===== src/rtl/serial_frame_rx.sv =====
// Bit-serial frame receiver: syncs rx_i, deserializes start/cmd/addr/data/parity/stop, flags errors.
// Frame is published one cycle after the stop-bit sample and held until valid&&ready; a frame completing while busy is dropped (overrun).
module serial_frame_rx #(
  parameter int CLK_DIV     = 4,
  parameter int SYNC_STAGES = 2,
  parameter int ADDR_W      = 14,
  parameter int DATA_W      = 8
) (
  input  logic              clk,
  input  logic              rst,
  input  logic              rx_i,
  output logic              frame_valid_o,
  input  logic              frame_ready_i,
  output logic [1:0]        cmd_o,
  output logic [ADDR_W-1:0] addr_o,
  output logic [DATA_W-1:0] data_o,
  output logic              parity_err_o,
  output logic              stop_err_o,
  output logic              overrun_o,
  output logic              busy_o
);

  typedef enum logic [2:0] {
    STATE_IDLE, STATE_START, STATE_CMD, STATE_ADDR,
    STATE_DATA, STATE_PARITY, STATE_STOP, STATE_DONE
  } frame_state_e;

  localparam int CW = $clog2(CLK_DIV + 1);
  localparam int BW = $clog2((ADDR_W > DATA_W) ? ADDR_W : DATA_W) + 1;
  localparam logic [CW-1:0] HALF      = CW'(CLK_DIV / 2);
  localparam logic [CW-1:0] FULL      = CW'(CLK_DIV);
  localparam logic [BW-1:0] CMD_LAST  = BW'(1);
  localparam logic [BW-1:0] ADDR_LAST = BW'(ADDR_W - 1);
  localparam logic [BW-1:0] DATA_LAST = BW'(DATA_W - 1);

  frame_state_e state, state_nxt;
  logic [SYNC_STAGES-1:0] sync_q;
  logic                   rx_s;
  logic                   armed;
  logic [CW-1:0]          cyc_cnt;
  logic [BW-1:0]          bit_cnt;
  logic [1:0]             cmd_sh;
  logic [ADDR_W-1:0]      addr_sh;
  logic [DATA_W-1:0]      data_sh;
  logic                   par_sh;
  logic                   tick, sample, field_end, publish;

  assign rx_s    = sync_q[SYNC_STAGES-1];
  assign busy_o  = (state != STATE_IDLE);
  assign publish = (state == STATE_STOP) && sample;

  always_ff @(posedge clk) begin
    if (rst) state <= STATE_IDLE;
    else     state <= state_nxt;
  end

  // Start bit is checked at half a bit; every later bit one full bit period on.
  always_comb begin
    tick      = (state == STATE_START) ? (cyc_cnt == HALF) : (cyc_cnt == FULL);
    sample    = 1'b0;
    field_end = 1'b1;
    state_nxt = state;
    case (state)
      STATE_IDLE:   if (armed && !rx_s) state_nxt = STATE_START;
      STATE_START: begin
        sample = tick;
        if (tick) state_nxt = rx_s ? STATE_IDLE : STATE_CMD;
      end
      STATE_CMD: begin
        sample    = tick;
        field_end = (bit_cnt == CMD_LAST);
        if (tick && field_end) state_nxt = STATE_ADDR;
      end
      STATE_ADDR: begin
        sample    = tick;
        field_end = (bit_cnt == ADDR_LAST);
        if (tick && field_end) state_nxt = STATE_DATA;
      end
      STATE_DATA: begin
        sample    = tick;
        field_end = (bit_cnt == DATA_LAST);
        if (tick && field_end) state_nxt = STATE_PARITY;
      end
      STATE_PARITY: begin
        sample = tick;
        if (tick) state_nxt = STATE_STOP;
      end
      STATE_STOP: begin
        sample = tick;
        if (tick) state_nxt = STATE_DONE;
      end
      STATE_DONE:   state_nxt = STATE_IDLE;
      default:      state_nxt = STATE_IDLE;
    endcase
  end

  always_ff @(posedge clk) begin
    if (rst) begin
      sync_q        <= '1;
      armed         <= 1'b0;
      cyc_cnt       <= '0;
      bit_cnt       <= '0;
      cmd_sh        <= '0;
      addr_sh       <= '0;
      data_sh       <= '0;
      par_sh        <= 1'b0;
      frame_valid_o <= 1'b0;
      cmd_o         <= '0;
      addr_o        <= '0;
      data_o        <= '0;
      parity_err_o  <= 1'b0;
      stop_err_o    <= 1'b0;
      overrun_o     <= 1'b0;
    end else begin
      sync_q    <= {sync_q[SYNC_STAGES-2:0], rx_i};
      overrun_o <= 1'b0;

      case (state)
        STATE_IDLE: begin
          cyc_cnt <= CW'(1);
          bit_cnt <= '0;
          if (rx_s)       armed <= 1'b1;
          else if (armed) armed <= 1'b0;
        end
        STATE_DONE: begin
          cyc_cnt <= CW'(1);
          bit_cnt <= '0;
          // A stuck-low line after a bad stop bit must not look like a new start.
          armed   <= rx_s;
        end
        default: begin
          cyc_cnt <= sample ? CW'(1) : cyc_cnt + 1'b1;
          if (sample && state != STATE_START)
            bit_cnt <= field_end ? '0 : bit_cnt + 1'b1;
        end
      endcase

      if (sample) begin
        case (state)
          STATE_CMD:    cmd_sh  <= {cmd_sh[0], rx_s};
          STATE_ADDR:   addr_sh <= {addr_sh[ADDR_W-2:0], rx_s};
          STATE_DATA:   data_sh <= {data_sh[DATA_W-2:0], rx_s};
          STATE_PARITY: par_sh  <= rx_s;
          default: ;
        endcase
      end

      if (frame_valid_o && frame_ready_i) frame_valid_o <= 1'b0;

      if (publish) begin
        if (!frame_valid_o || frame_ready_i) begin
          frame_valid_o <= 1'b1;
          cmd_o         <= cmd_sh;
          addr_o        <= addr_sh;
          data_o        <= data_sh;
          parity_err_o  <= par_sh ^ (^{cmd_sh, addr_sh, data_sh});
          stop_err_o    <= ~rx_s;
        end else begin
          overrun_o <= 1'b1;
        end
      end
    end
  end

endmodule


===== config.mk =====
export PLATFORM = sky130hd
export DESIGN_NAME = serial_frame_rx
export DESIGN_NICKNAME = d
export VERILOG_FILES = /design/src/rtl/serial_frame_rx.sv
export SDC_FILE = /design/constraint.sdc
export NUM_CORES = 1
export LEC_CHECK = 0
export ABC_AREA = 1
export ABC_CLOCK_PERIOD_IN_PS = 1900
export CORE_ASPECT_RATIO = 1.4
export CORE_MARGIN = 2
export CORE_UTILIZATION = 52
export CTS_BUF_LIST = sky130_fd_sc_hd__clkbuf_2
export CTS_CLUSTER_DIAMETER = 80
export CTS_CLUSTER_SIZE = 28
export DETAILED_ROUTE_END_ITERATION = 7
export PLACE_DENSITY = 0.82
export SYNTH_ARGS = -nofsm -noshare
export SYNTH_HDL_FRONTEND = slang
export SYNTH_SLANG_ARGS = --single-unit

===== constraint.sdc =====
create_clock -name clk -period 1.9 [get_ports clk]
set_input_delay 0.19 -clock clk [delete_from_list [all_inputs] [get_ports clk]]
set_output_delay 0.19 -clock clk [all_outputs]
set_load 0.03 [all_outputs]

==> impl_metrics.toml <==
[route]
viasPerCell = 5.11
drt_wl_total_microns = 6270
drtPass1Iterations = 4
drt_iter0_markers = 169
drtAntennaViolNets = 0
vias = 2894
drc = 0
wl_per_cell_microns = 11.1

[power]
power_density_mw_per_mm2 = 622
ir_worst_vdd_v = 0.000460
p_int_mw = 1.66
p_leak_nw = 1.55
clkPwrFrac_pct = 28.3
finalPower_mw = 2.28
p_seq_share_pct = 62.8
switchingPower_uw = 623
p_comb_share_pct = 8.8
switching_share_pct = 27.3

[sta]
worstMarginPinSlew_ns = 0.415
rsz0062_at_grt = "true"
slew_violations = 0
relSlewSlack_pct = 72.3
fin_crit_sh_pct = 91.8
period_needed_ns = 1.74
finalHoldViolations = 0
setup_violations = 0
skew_ns = 0.0175
clock.fmax_mhz = 573

[clock_network]
clkSlewWorstSetupHoldPaths_ns = 0.16
worst_skew_pair.late_latency_ns = 0.49
root_buffer = "clkbuf_2"
clk_path_buf_depth = 2
htreeDepth = 3
cts_sinks = 67
cts_tree = "built"
numCtsBuffers = 9
postCtsSetupBuffers = 0
ctsHoldBuffers = 0

[synthesis]
ys_async_sr_fraction_pct = 0
synth_edf_count = 0
avgSynthCellArea_sq_um = 7.00
synth_compound_area_share_pct = 18.7
syn_inst = 459
synth_top_family_by_area = "simple AND/OR/NAND/NOR gates"
synth_area_sq_mm = 0.00321
synth-warning-count = 0
ys_seq_area_share_pct = 41.7
synthAdderAreaFrac_pct = 1.17
ys.flop_type = "dfxtp_1"
synth-simple-area-share_pct = 27.1
syn_nets = 466
muxShareOfSynthArea_pct = 0
synthDistinctLibCells = 34
ys_ff_latch = 67
synth_xor_area_share_pct = 2.45

[die]
initial_core_util_pct = 54.4
fp.dieH_microns = 97.0
core_sq_mm = 0.00590
die-area_sq_mm = 0.00683
rows = 33
fp.dieW_microns = 70.4
io-pin-count = 33

[worst_hold_path]
hold_class = "input port to flip-flop"
min_to = "sync_q[0]"
hold_path_depth = 2
min_from = "rx_i"

[worst_setup_path]
r2r_end = "parity_err_o"
start_kind = "flip-flop"
path_max_fanout = 2
critical_path.top_delay_family = "buffers and inverters"
r2r_setup_slack_ns = 0.19
rr_startpoint = "state[1]"
crit_type = "flip-flop to output pin"
critPathSlowestCell = "clkdlybuf4s50_1"
r2r_cells = 13
max_stage_delay_ns = 0.68
cp-end-kind = "output pin"
worstPathRequired_ns = 1.71
path_cells = "clkdlybuf4s50_1"
worstPathArrival_ns = 1.55
crit_buf_inv = 1

[run]
maxCapViolCount = 0

[global_routing]
antenna_found_initial = 0
grtUsageTotal_pct = 19.0
overflow = 0
grt_max_degree = 50
grt_pass1_wl_microns = 10600
first_global_vias = 2559

[final_layout]
nets = 498
layout_common_cells = "nand2_1, dfxtp_1, inv_1"
post-route-util_pct = 62.2
drive_above_1_share_pct = 9.88
stdcell_area_sq_mm = 0.00367
final_common_cell = "nand2_1"
n_antenna_cell = 0
syn_to_final_growth_pct = 14.2

[place]
placed_cell_area_sq_mm = 0.00357
io_buffers = 32
gp_congestion = 0.866
dp_hpwl_microns = 4330

[status]
status = "finished clean"
-- cell families (layout without fill, tap and decap cells) --
group | after synthesis | count (layout)
fa+ha+maj | 3 | 3
flops | 67 | 67
compound gates | 110 | 110
buf+inv | 67 | 104
simple gates | 203 | 203
xor+xnor | 9 | 9
-- Yosys cell counts, types with 2 or more instances --
cell | number | share of area, %
a21oi_1 | 43 | 6.7
a21oi_2 | 10 | 2.7
buf_2 | 5 | 0.78
buf_6 | 3 | 1.1
clkbuf_1 | 6 | 0.70
dfxtp_1 | 67 | 42
ha_1 | 3 | 1.2
inv_1 | 47 | 5.5
inv_2 | 4 | 0.47
nand2_1 | 139 | 16
nand2_2 | 2 | 0.39
nand3_1 | 16 | 2.5
nand4_1 | 2 | 0.39
nor2_1 | 30 | 3.5
nor2_2 | 2 | 0.39
nor3_1 | 3 | 0.47
o21ai_0 | 27 | 4.2
o21ai_1 | 26 | 4.0
or2_2 | 2 | 0.39
xnor2_1 | 5 | 1.4
xor2_1 | 4 | 1.1
-- how the worst max path moves through the flow --
stage                 startpoint           end  slack, ns  cells past startpoint
floorplan               state[1]    bit_cnt[2]       0.24                      9
global placement        state[1]     data_o[0]       0.22                     12
detailed placement      state[1]     data_o[0]       0.14                     12
CTS                     state[1]        busy_o       0.01                      5
global route            state[0]  parity_err_o     -0.001                     13
finish              parity_err_o  parity_err_o       0.16                      1
-- worst register-to-register path, cell delays in order (launching register included) --
cell     delay, ns
dfxtp_1       0.45
inv_2         0.06
nand2_2       0.10
nor2_4        0.05
nand2_1       0.12
nand3_4       0.14
inv_4         0.13
nand2_4       0.08
nor2_8        0.14
buf_12        0.18
nor2_1        0.07
nor2_1        0.08
nand2_1       0.05
inv_1         0.04
-- layer usage --
metal  wire length, microns  global-route usage (%)
met2                   3070                    32.3
met5                      0                       0
met4                    158                    8.28
met1                   2800                    21.5
met3                    246                    6.15
-- power groups by stage --
stage / registers [mW] / logic (mW) / clock network [mW]
floorplan: 1.46 / 0.158 / 0
global placement: 1.46 / 0.198 / 0
detailed placement: 1.46 / 0.204 / 0
CTS: 1.43 / 0.201 / 0.666
global route: 1.44 / 0.224 / 0.723
finish: 1.43 / 0.202 / 0.647
-- sequential cells by signal, indices dropped and copies added, names as in the netlist --
name / cells
sync_q: 2
cmd_o: 2
cyc_cnt: 3
addr_o: 14
bit_cnt: 5
data_sh: 8
par_sh: 1
armed: 1
frame_valid_o: 1
overrun_o: 1
stop_err_o: 1
data_o: 8
parity_err_o: 1
addr_sh: 14
cmd_sh: 2
state: 3
-- repair_timing --
action | in CTS | in global routing
pin swaps | 0 | 0
setup endpoints to repair | 1 | 12
cloned | 0 | 1
resized for setup | 1 | 4
-- final cells by class --
class / count / area, sq um
fillers: 528 / 2230
clock inverters: 4 / 17.5
well taps: 70 / 87.6
multi-input cells: 325 / 1590
repair buffers: 36 / 375
inverters: 52 / 198
clock buffers: 12 / 60.1
flip-flops and latches: 67 / 1340
-- per-stage QoR --
stage	std cells	hold WS (ns)	worst slack, ns	setup TNS [ns]
2_1_floorplan	459	0.294	0.236	0
3_3_place_gp	549	0.394	0.219	0
3_5_place_dp	549	0.398	0.141	0
4_1_cts	565	0.241	0.0138	0
5_1_grt	566	0.230	-0.00146	-0.00336
6_report	566	0.268	0.156	0
Note: power is estimated with default switching activity, not from simulation.
